### config.mk
export PLATFORM = sky130hd
export DESIGN_NAME = muldiv_unit
export DESIGN_NICKNAME = d
export VERILOG_FILES = /design/src/rtl/muldiv_unit.sv
export SDC_FILE = /design/constraint.sdc
export NUM_CORES = 1
export LEC_CHECK = 0
export ABC_AREA = 1
export BUFFER_PORTS_ARGS = -buffer_cell sky130_fd_sc_hd__buf_2
export CORE_MARGIN = 2
export CORE_UTILIZATION = 50
export CTS_CLUSTER_DIAMETER = 50
export DETAILED_ROUTE_END_ITERATION = 8
export PLACE_DENSITY = 0.78
export SYNTH_ARGS = -nofsm -noshare
export SYNTH_HDL_FRONTEND = slang
export SYNTH_SLANG_ARGS = --single-unit
export TNS_END_PERCENT = 100
### constraint.sdc
create_clock -name clock -period 5.1 [get_ports clock]
set_clock_uncertainty 0.05 [all_clocks]
set_input_delay 0.765 -clock clock [delete_from_list [all_inputs] [get_ports clock]]
set_output_delay 0.765 -clock clock [all_outputs]
set_load 0.02 [all_outputs]
### src/rtl/muldiv_unit.sv
// Iterative radix-2 multiply/divide unit with architectural HI/LO registers.
// MULT/MULTU/DIV/DIVU take WIDTH CALC cycles plus one FIX cycle for sign correction.
module muldiv_unit #(
  parameter int WIDTH = 32
) (
  input  logic             clock,
  input  logic             reset,
  input  logic             start,
  input  logic [1:0]       op,
  input  logic [WIDTH-1:0] a,
  input  logic [WIDTH-1:0] b,
  input  logic             wr_hi,
  input  logic             wr_lo,
  input  logic [WIDTH-1:0] wr_data,
  output logic             busy,
  output logic             done,
  output logic             div_zero,
  output logic [WIDTH-1:0] hi,
  output logic [WIDTH-1:0] lo
);

  localparam int CNT_W = (WIDTH > 1) ? $clog2(WIDTH) : 1;
  localparam logic [CNT_W-1:0] CNT_INIT = CNT_W'(WIDTH - 1);

  typedef enum logic [1:0] {S_IDLE, S_CALC, S_FIX, S_DONE} state_t;

  state_t             state, nxt;
  logic [CNT_W-1:0]   cnt;
  logic               op_div, neg_q, neg_r;
  logic [WIDTH-1:0]   opnd, acc_hi, acc_lo;
  logic               busy_r, done_r, dz_r;
  logic [WIDTH-1:0]   hi_r, lo_r;

  function automatic logic [WIDTH-1:0] cond_neg(input logic [WIDTH-1:0] x, input logic neg);
    return neg ? -x : x;
  endfunction

  function automatic logic [2*WIDTH-1:0] cond_neg2(input logic [2*WIDTH-1:0] x, input logic neg);
    return neg ? -x : x;
  endfunction

  logic             idle_like, accept, b_zero, sgn, sa, sb;
  logic [WIDTH-1:0] mag_a, mag_b;

  assign idle_like = (state == S_IDLE) || (state == S_DONE);
  assign accept    = start && idle_like;
  assign b_zero    = (b == '0);
  assign sgn       = ~op[0];
  assign sa        = sgn & a[WIDTH-1];
  assign sb        = sgn & b[WIDTH-1];
  assign mag_a     = cond_neg(a, sa);
  assign mag_b     = cond_neg(b, sb);

  // One radix-2 step: shift-add for multiply, restoring shift-subtract for divide
  logic signed [WIDTH:0] div_diff;
  logic [WIDTH:0]        mul_sum, div_trial;
  logic                  div_ge;

  assign mul_sum   = {1'b0, acc_hi} + ({1'b0, opnd} & {(WIDTH+1){acc_lo[0]}});
  assign div_trial = {acc_hi, acc_lo[WIDTH-1]};
  assign div_diff  = $signed(div_trial) - $signed({1'b0, opnd});
  assign div_ge    = (div_trial >= {1'b0, opnd});

  logic [2*WIDTH-1:0] prod;
  logic [WIDTH-1:0]   fix_hi, fix_lo;

  assign prod   = cond_neg2({acc_hi, acc_lo}, neg_q);
  assign fix_hi = op_div ? cond_neg(acc_hi, neg_r) : prod[2*WIDTH-1:WIDTH];
  assign fix_lo = op_div ? cond_neg(acc_lo, neg_q) : prod[WIDTH-1:0];

  always_ff @(posedge clock or negedge reset) begin
    if (!reset) state <= S_IDLE;
    else        state <= nxt;
  end

  always_comb begin
    nxt = state;
    case (state)
      S_IDLE, S_DONE: begin
        if (start) nxt = (op[1] && b_zero) ? S_DONE : S_CALC;
        else       nxt = S_IDLE;
      end
      S_CALC:  if (cnt == '0) nxt = S_FIX;
      S_FIX:   nxt = S_DONE;
      default: nxt = S_IDLE;
    endcase
  end

  always_ff @(posedge clock or negedge reset) begin
    if (!reset) begin
      busy_r <= 1'b0;
      done_r <= 1'b0;
    end else begin
      busy_r <= (nxt == S_CALC) || (nxt == S_FIX);
      done_r <= (nxt == S_DONE);
    end
  end

  always_ff @(posedge clock or negedge reset) begin
    if (!reset)                           cnt <= '0;
    else if (accept)                      cnt <= CNT_INIT;
    else if (state == S_CALC && cnt != '0) cnt <= cnt - CNT_W'(1);
  end

  always_ff @(posedge clock or negedge reset) begin
    if (!reset)      dz_r <= 1'b0;
    else if (accept) dz_r <= op[1] && b_zero;
  end

  // Operands and accumulators carry no reset; they are always loaded on accept
  always_ff @(posedge clock) begin
    if (accept) begin
      op_div <= op[1];
      neg_q  <= sa ^ sb;
      neg_r  <= sa;
      acc_hi <= '0;
      acc_lo <= op[1] ? mag_a : mag_b;
      opnd   <= op[1] ? mag_b : mag_a;
    end else if (state == S_CALC) begin
      if (op_div) begin
        acc_hi <= div_ge ? div_diff[WIDTH-1:0] : div_trial[WIDTH-1:0];
        acc_lo <= {acc_lo[WIDTH-2:0], div_ge};
      end else begin
        acc_hi <= mul_sum[WIDTH:1];
        acc_lo <= {mul_sum[0], acc_lo[WIDTH-1:1]};
      end
    end
  end

  always_ff @(posedge clock or negedge reset) begin
    if (!reset) begin
      hi_r <= '0;
      lo_r <= '0;
    end else if (state == S_FIX) begin
      hi_r <= fix_hi;
      lo_r <= fix_lo;
    end else if (idle_like && !start) begin
      if (wr_hi) hi_r <= wr_data;
      if (wr_lo) lo_r <= wr_data;
    end
  end

  assign busy     = busy_r;
  assign done     = done_r;
  assign div_zero = dz_r;
  assign hi       = hi_r;
  assign lo       = lo_r;

endmodule

### After elaboration in Yosys (flattened, before gate mapping)

Index checks and enable logic that the tools add are counted.

| word-level totals | value |
|---|---|
| register bits after elaboration | 173 |

| cells by class | value |
|---|---|
| $add $sub $neg | 8 |
| $lt $le $gt $ge | 1 |
| eq/ne operators | 6 |
| multiplexer cells | 26 |
| bitwise logic cells | 5 |
| reductions and logical operators | 19 |

Operator list:

| operator | number |
|---|---|
| 32-bit 2-to-1 mux | 19 |
| 32-bit negation | 4 |
| 64-bit 2-to-1 mux | 1 |
| 64-bit negation | 1 |
| 32-bit by 33-bit adder with 33-bit output | 1 |
| 32-bit by 33-bit bitwise AND with 33-bit output | 1 |
| 33-bit by 32-bit >= comparator with 1-bit output | 1 |
| 32-bit zero test | 1 |
| 32-bit subtractor | 1 |
| 5-bit 2-to-1 mux | 2 |
| 2-bit nonzero test | 5 |
| 2-bit == test (second input constant) | 4 |
| 2-bit 2-to-1 mux | 3 |
| 2-bit case mux with 3 select lines | 1 |
| 5-bit zero test | 1 |
| 5-bit nonzero test | 1 |
| 5-bit by 1-bit subtractor with 5-bit output (second input constant) | 1 |
| 2-bit by 1-bit == test with 1-bit output (second input constant) | 2 |
| 1-bit logical AND | 4 |
| 2-bit AND reduction | 2 |
| 1-bit bitwise AND | 2 |
| 2-bit zero test | 1 |
| 1-bit logical OR | 2 |
| 2-bit OR reduction | 1 |
| other kinds (3) | 3 |

### Depth between registers and ports, before layout

| depth | value |
|---|---|
| word-level depth | 7 |
| mapped depth | 20 |

### Least setup slack after synthesis

No wires, ideal clock.

| path | value |
|---|---|
| path kind | in2reg |
| start | input port start |
| end | register neg_q, enable pin |
| setup time | 413 ps |
| arrival | 2,204 ps |
| required time | 4,637 ps |
| slack | 2,433 ps |
| stages | 3 |
| buffers on the path | 1 |
| cells stage by stage | nand2_1 inv_2 buf_1 |

| on the way | value |
|---|---|
| longest elaborated chain between the ends | 1 |

RTL lines:

| item | RTL line | source |
|---|---|---|
| from (decl) | 8 | `input logic start,` |
| 1-bit logical AND | 46 | `assign accept = start && idle_like;` |
| net accept | 42 | `logic idle_like, accept, b_zero, sgn, sa, sb;` |
| to (signal assigned) | 114 | `neg_q <= sa ^ sb;` |
| to (decl) | 29 | `logic op_div, neg_q, neg_r;` |

The timed path passes the listed nets, and every way through them passes these cells.
A chain may end at the register's enable or synchronous reset.

### Worst setup path after layout

| path | value |
|---|---|
| start | register state[0] |
| end | register hi_r[12], in the netlist hi[12] |

| on the way | value |
|---|---|
| longest elaborated chain between the ends | 5 |
| elaborated cells between the ends (all ways) | 9 |

RTL lines:

| item | RTL line | source |
|---|---|---|
| from (decl) | 27 | `state_t state, nxt;` |
| from (signal assigned) | 73 | `else state <= nxt;` |
| 2-bit == test / 2-bit zero test (equally long branches) | 45 | `assign idle_like = (state == S_IDLE) \|\| (state == S_DONE);` |
| 1-bit logical OR | 45 |  |
| 1-bit logical AND | 137 | `end else if (idle_like && !start) begin` |
| 2-bit nonzero test (no source line) | -- |  |
| 2-bit AND reduction (no source line) | -- |  |
| to (signal assigned) | 135 | `hi_r <= fix_hi;` |
| to (signal assigned) | 138 | `if (wr_hi) hi_r <= wr_data;` |
| to (decl) | 32 | `logic [WIDTH-1:0] hi_r, lo_r;` |

Several ways; a longest one is shown, not always the timed one.

==> results.py <==
metrics = {
    "status": {
        "status": "complete, no violations",
    },
    "grt": {
        "grt_pass1_wl_um": 114000,
        "antenna_found_initial": 2,
        "gr-total-overflow": 0,
        "grt_max_degree": 75,
        "first_global_vias": 19687,
        "grtUsageTotal": 0.394,
    },
    "drt": {
        "via_count": 21412,
        "wl_um": 75800,
        "wire_per_inst_um": 20.6,
        "dr.first_iter.drc_count": 2786,
        "first_pass_iters": 6,
        "vias_per_cell": 5.81,
        "postRouteAntennaNets": 0,
        "drcViolationCount": 0,
    },
    "placed_design": {
        "portBuffers": 169,
        "gp_congestion": 1.02,
        "hpwl_um": 61800,
        "dp_slack_ps": 1760,
    },
    "clocking": {
        "htree_num_levels": 4,
        "numCtsBuffers": 17,
        "clkLatencyLatePin_ps": 470,
        "cts_resized": 0,
        "hold_buffers": 0,
        "clkTransAtPathRegs_ps": 80,
        "cts_sinks": 173,
        "tritoncts": "done",
        "clock_path_buffers": 2,
        "cts_setup_buffers": 0,
        "clock-root-buffer": "clkbuf_16",
    },
    "floorplanning": {
        "start_util": 0.505,
        "die_h_um": 196,
        "fp-row-count": 70,
        "dieArea_um2": 38200,
        "core_um2": 36300,
        "dieWidth_um": 196,
        "ios": 170,
    },
    "yosys": {
        "yosys.area_share.simple": 0.410,
        "synth_warnings": 0,
        "synth_compound_area_frac": 0.140,
        "syn_area_per_cell_um2": 5.93,
        "async_flop_share": 0.428,
        "synth_fa_ha_area_frac": 0.0513,
        "synthMuxAreaShare": 0.000546,
        "yosysSeqAreaShare": 0.245,
        "synth_top_cell_by_area": "nand2_1",
        "synth_edf_count": 67,
        "synth_xor_area_frac": 0.0282,
        "syn_area_um2": 18300,
        "syn_nets": 3272,
        "synth_seq_cells": 173,
        "synth_ff_type": "dfrtp_1",
        "synth_cells": 3095,
        "synth_top_area_frac": 0.207,
        "synth_top_family_by_area": "simple AND/OR/NAND/NOR gates",
        "synthTopCellsByArea": "nand2_1, edfxtp_1, dfrtp_1",
        "synth_cell_types": 61,
    },
    "finish": {
        "drive_gt1_frac": 0.0969,
        "nets": 3384,
        "area_growth_pct": 9.31,
        "fillers": 3798,
        "antenna_cells": 0,
    },
    "timing": {
        "worst_pin_slew_ps": 1010,
        "max_slew_margin": 0.328,
        "tns_ps": 0,
        "final-setup-viol-count": 0,
        "post-route-min-period_ps": 3340,
        "holdWs_ps": 368,
        "maxSlewViolCount": 0,
        "hold_viol": 0,
        "max_freq_mhz": 300,
        "rsz0062_at_grt": "false",
        "setup_slack_ps": 1760,
        "post-route-period-util": 0.654,
    },
    "worst_setup_path": {
        "path_class": "reg -> reg",
        "worst_setup_path_start_kind": "register",
        "worstPathArrival_ps": 3650,
        "cp_slowest_cell": "nand2_1",
        "path_max_fanout": 33,
        "crit_chain": "inv_1 > ha_2 > inv_1 > nor2_1 > nand2_1 > nand2_1 > inv_1 > nand2_1 > o21ai_0 > o21bai_1",
        "endpoint_kind": "register",
        "critPathRequiredTime_ps": 5410,
        "critPathMaxStageDelay_ps": 650,
    },
    "power_and_ir_drop": {
        "power.leakage_nw": 10.5,
        "powerDensity_nw_per_um2": 602,
        "vdd_ir_drop_max_uv": 487,
    },
    "hold_path": {
        "hold_class": "in -> async",
    },
    "job": {
        "maxCapViolCount": 0,
    },
}
[synthesized netlist by cell type, types with 15 or more instances]
| cell type | n |
|---|---|
| nand2_1 | 1013 |
| inv_1 | 460 |
| nand3_1 | 293 |
| nor2_1 | 283 |
| a21oi_1 | 174 |
| o21ai_0 | 169 |
| dfrtp_1 | 74 |
| ha_1 | 72 |
| edfxtp_1 | 67 |
| clkbuf_1 | 58 |
| nand4_1 | 55 |
| xor2_1 | 50 |
| dfxtp_1 | 32 |
| o211ai_1 | 32 |
| nor3_1 | 26 |
| nand3b_1 | 17 |
| a31oi_1 | 16 |
| buf_1 | 15 |
| inv_2 | 15 |
| or2_2 | 15 |
[layer usage]
metal | global-route usage | part of all wire | wire length, µm | vias up
met5 | 0 | 0.00021 | 16 | -
met4 | 0.172 | 0.046 | 3470 | 2
met3 | 0.0648 | 0.091 | 6930 | 185
met2 | 0.631 | 0.45 | 33900 | 1161
met1 | 0.526 | 0.42 | 31500 | 9865
li1 | - | - | - | 10199
[cell families after synthesis]
kind of cell / Yosys count
AO/OA/AOI/OAI: 453
multiplexers: 1
AND/OR/NAND/NOR: 1760
flip-flops: 173
buffers and inverters: 575
XOR/XNOR: 59
adder cells (fa/ha/maj): 74
[final timing paths]
check	from	endpoint	slack, ps	cells after the start
setup / recovery	state[0]	hi[12]	1760	10
hold / removal	reset	hi[26]	370	1
setup reg to reg	state[0]	hi[12]	1760	10
hold reg to reg	div_zero	div_zero	450	2
max in group asynchronous	reset	cnt[2]	3980	1
min in group clock	div_zero	div_zero	450	2
[metrics by stage]
stage                     total power, W  utilization  instance area [µm²]  cells
after detailed placement          0.0105        0.535                19400   3656
after global placement            0.0104        0.535                19400   3656
final                             0.0121        0.552                20100   3688
after global routing              0.0130        0.552                20100   3688
after CTS                         0.0119        0.552                20100   3688
after floorplan                  0.00800            -                18300   3095
[cell type report]
type                            count  area (µm²)  share of cell area
Multi-Input combinational cell   2347       11600               0.576
Sequential cell                   173        4500               0.225
Inverter                          478        1800              0.0896
Timing Repair Buffer              190        1010              0.0502
Tap cell                          468         586              0.0292
Clock buffer                       17         425              0.0212
Clock inverter                     15         185             0.00923
[worst max-delay path: cells and delay by family, from the launching register on]
family,cells,cell delay (ps)
AND/OR/NAND/NOR,4,1600
buffers and inverters,3,590
flip-flops,1,380
adder cells (fa/ha/maj),1,310
AO/OA/AOI/OAI,2,300
[registers in the layout, summed over array words and instances, names as in the netlist]
name / count
hi: 32
done: 1
op_div: 1
cnt: 5
busy: 1
opnd: 32
acc_hi: 32
state: 2
acc_lo: 32
div_zero: 1
neg_r: 1
lo: 32
neg_q: 1
[report_power, final]
group / leakage [nW] / internal [W] / total (W) / switching [W]
sequential: 1.83 / 0.00215 / 0.00295 / 0.000798
combinational: 8.41 / 0.00236 / 0.00773 / 0.00536
clock: 0.293 / 0.000670 / 0.00139 / 0.000717
total: 10.5 / 0.00519 / 0.0121 / 0.00688
[layout by cell type (no fill, tap or decap), drive strengths merged]
cell type | synthesis | final
inv | 475 | 483
or2 | 17 | 17
o21a | 6 | 6
and3 | 1 | 1
clkinvlp | 0 | 1
o221ai | 13 | 13
nand3b | 17 | 17
o31ai | 2 | 2
ha | 72 | 72
a21boi | 1 | 1
o22ai | 1 | 1
fa | 2 | 2
dfxtp | 32 | 32
nand4 | 55 | 55
xor2 | 50 | 50
nor2 | 296 | 296
o21bai | 13 | 13
o311ai | 2 | 2
clkinv | 3 | 9
buf | 31 | 190
mux2i | 1 | 1
clkbuf | 64 | 17
a22oi | 2 | 2
dfrtp | 74 | 74
nor3 | 33 | 33
nor3b | 2 | 2
nand2 | 1029 | 1029
nor4 | 8 | 8
a31oi | 16 | 16
a21o | 2 | 2
o21ai | 183 | 183
o211ai | 34 | 34
edfxtp | 67 | 67
xnor2 | 9 | 9
a21oi | 178 | 178
and2 | 5 | 5
nand3 | 297 | 297
No activity file was read; power rests on OpenSTA's default activity.
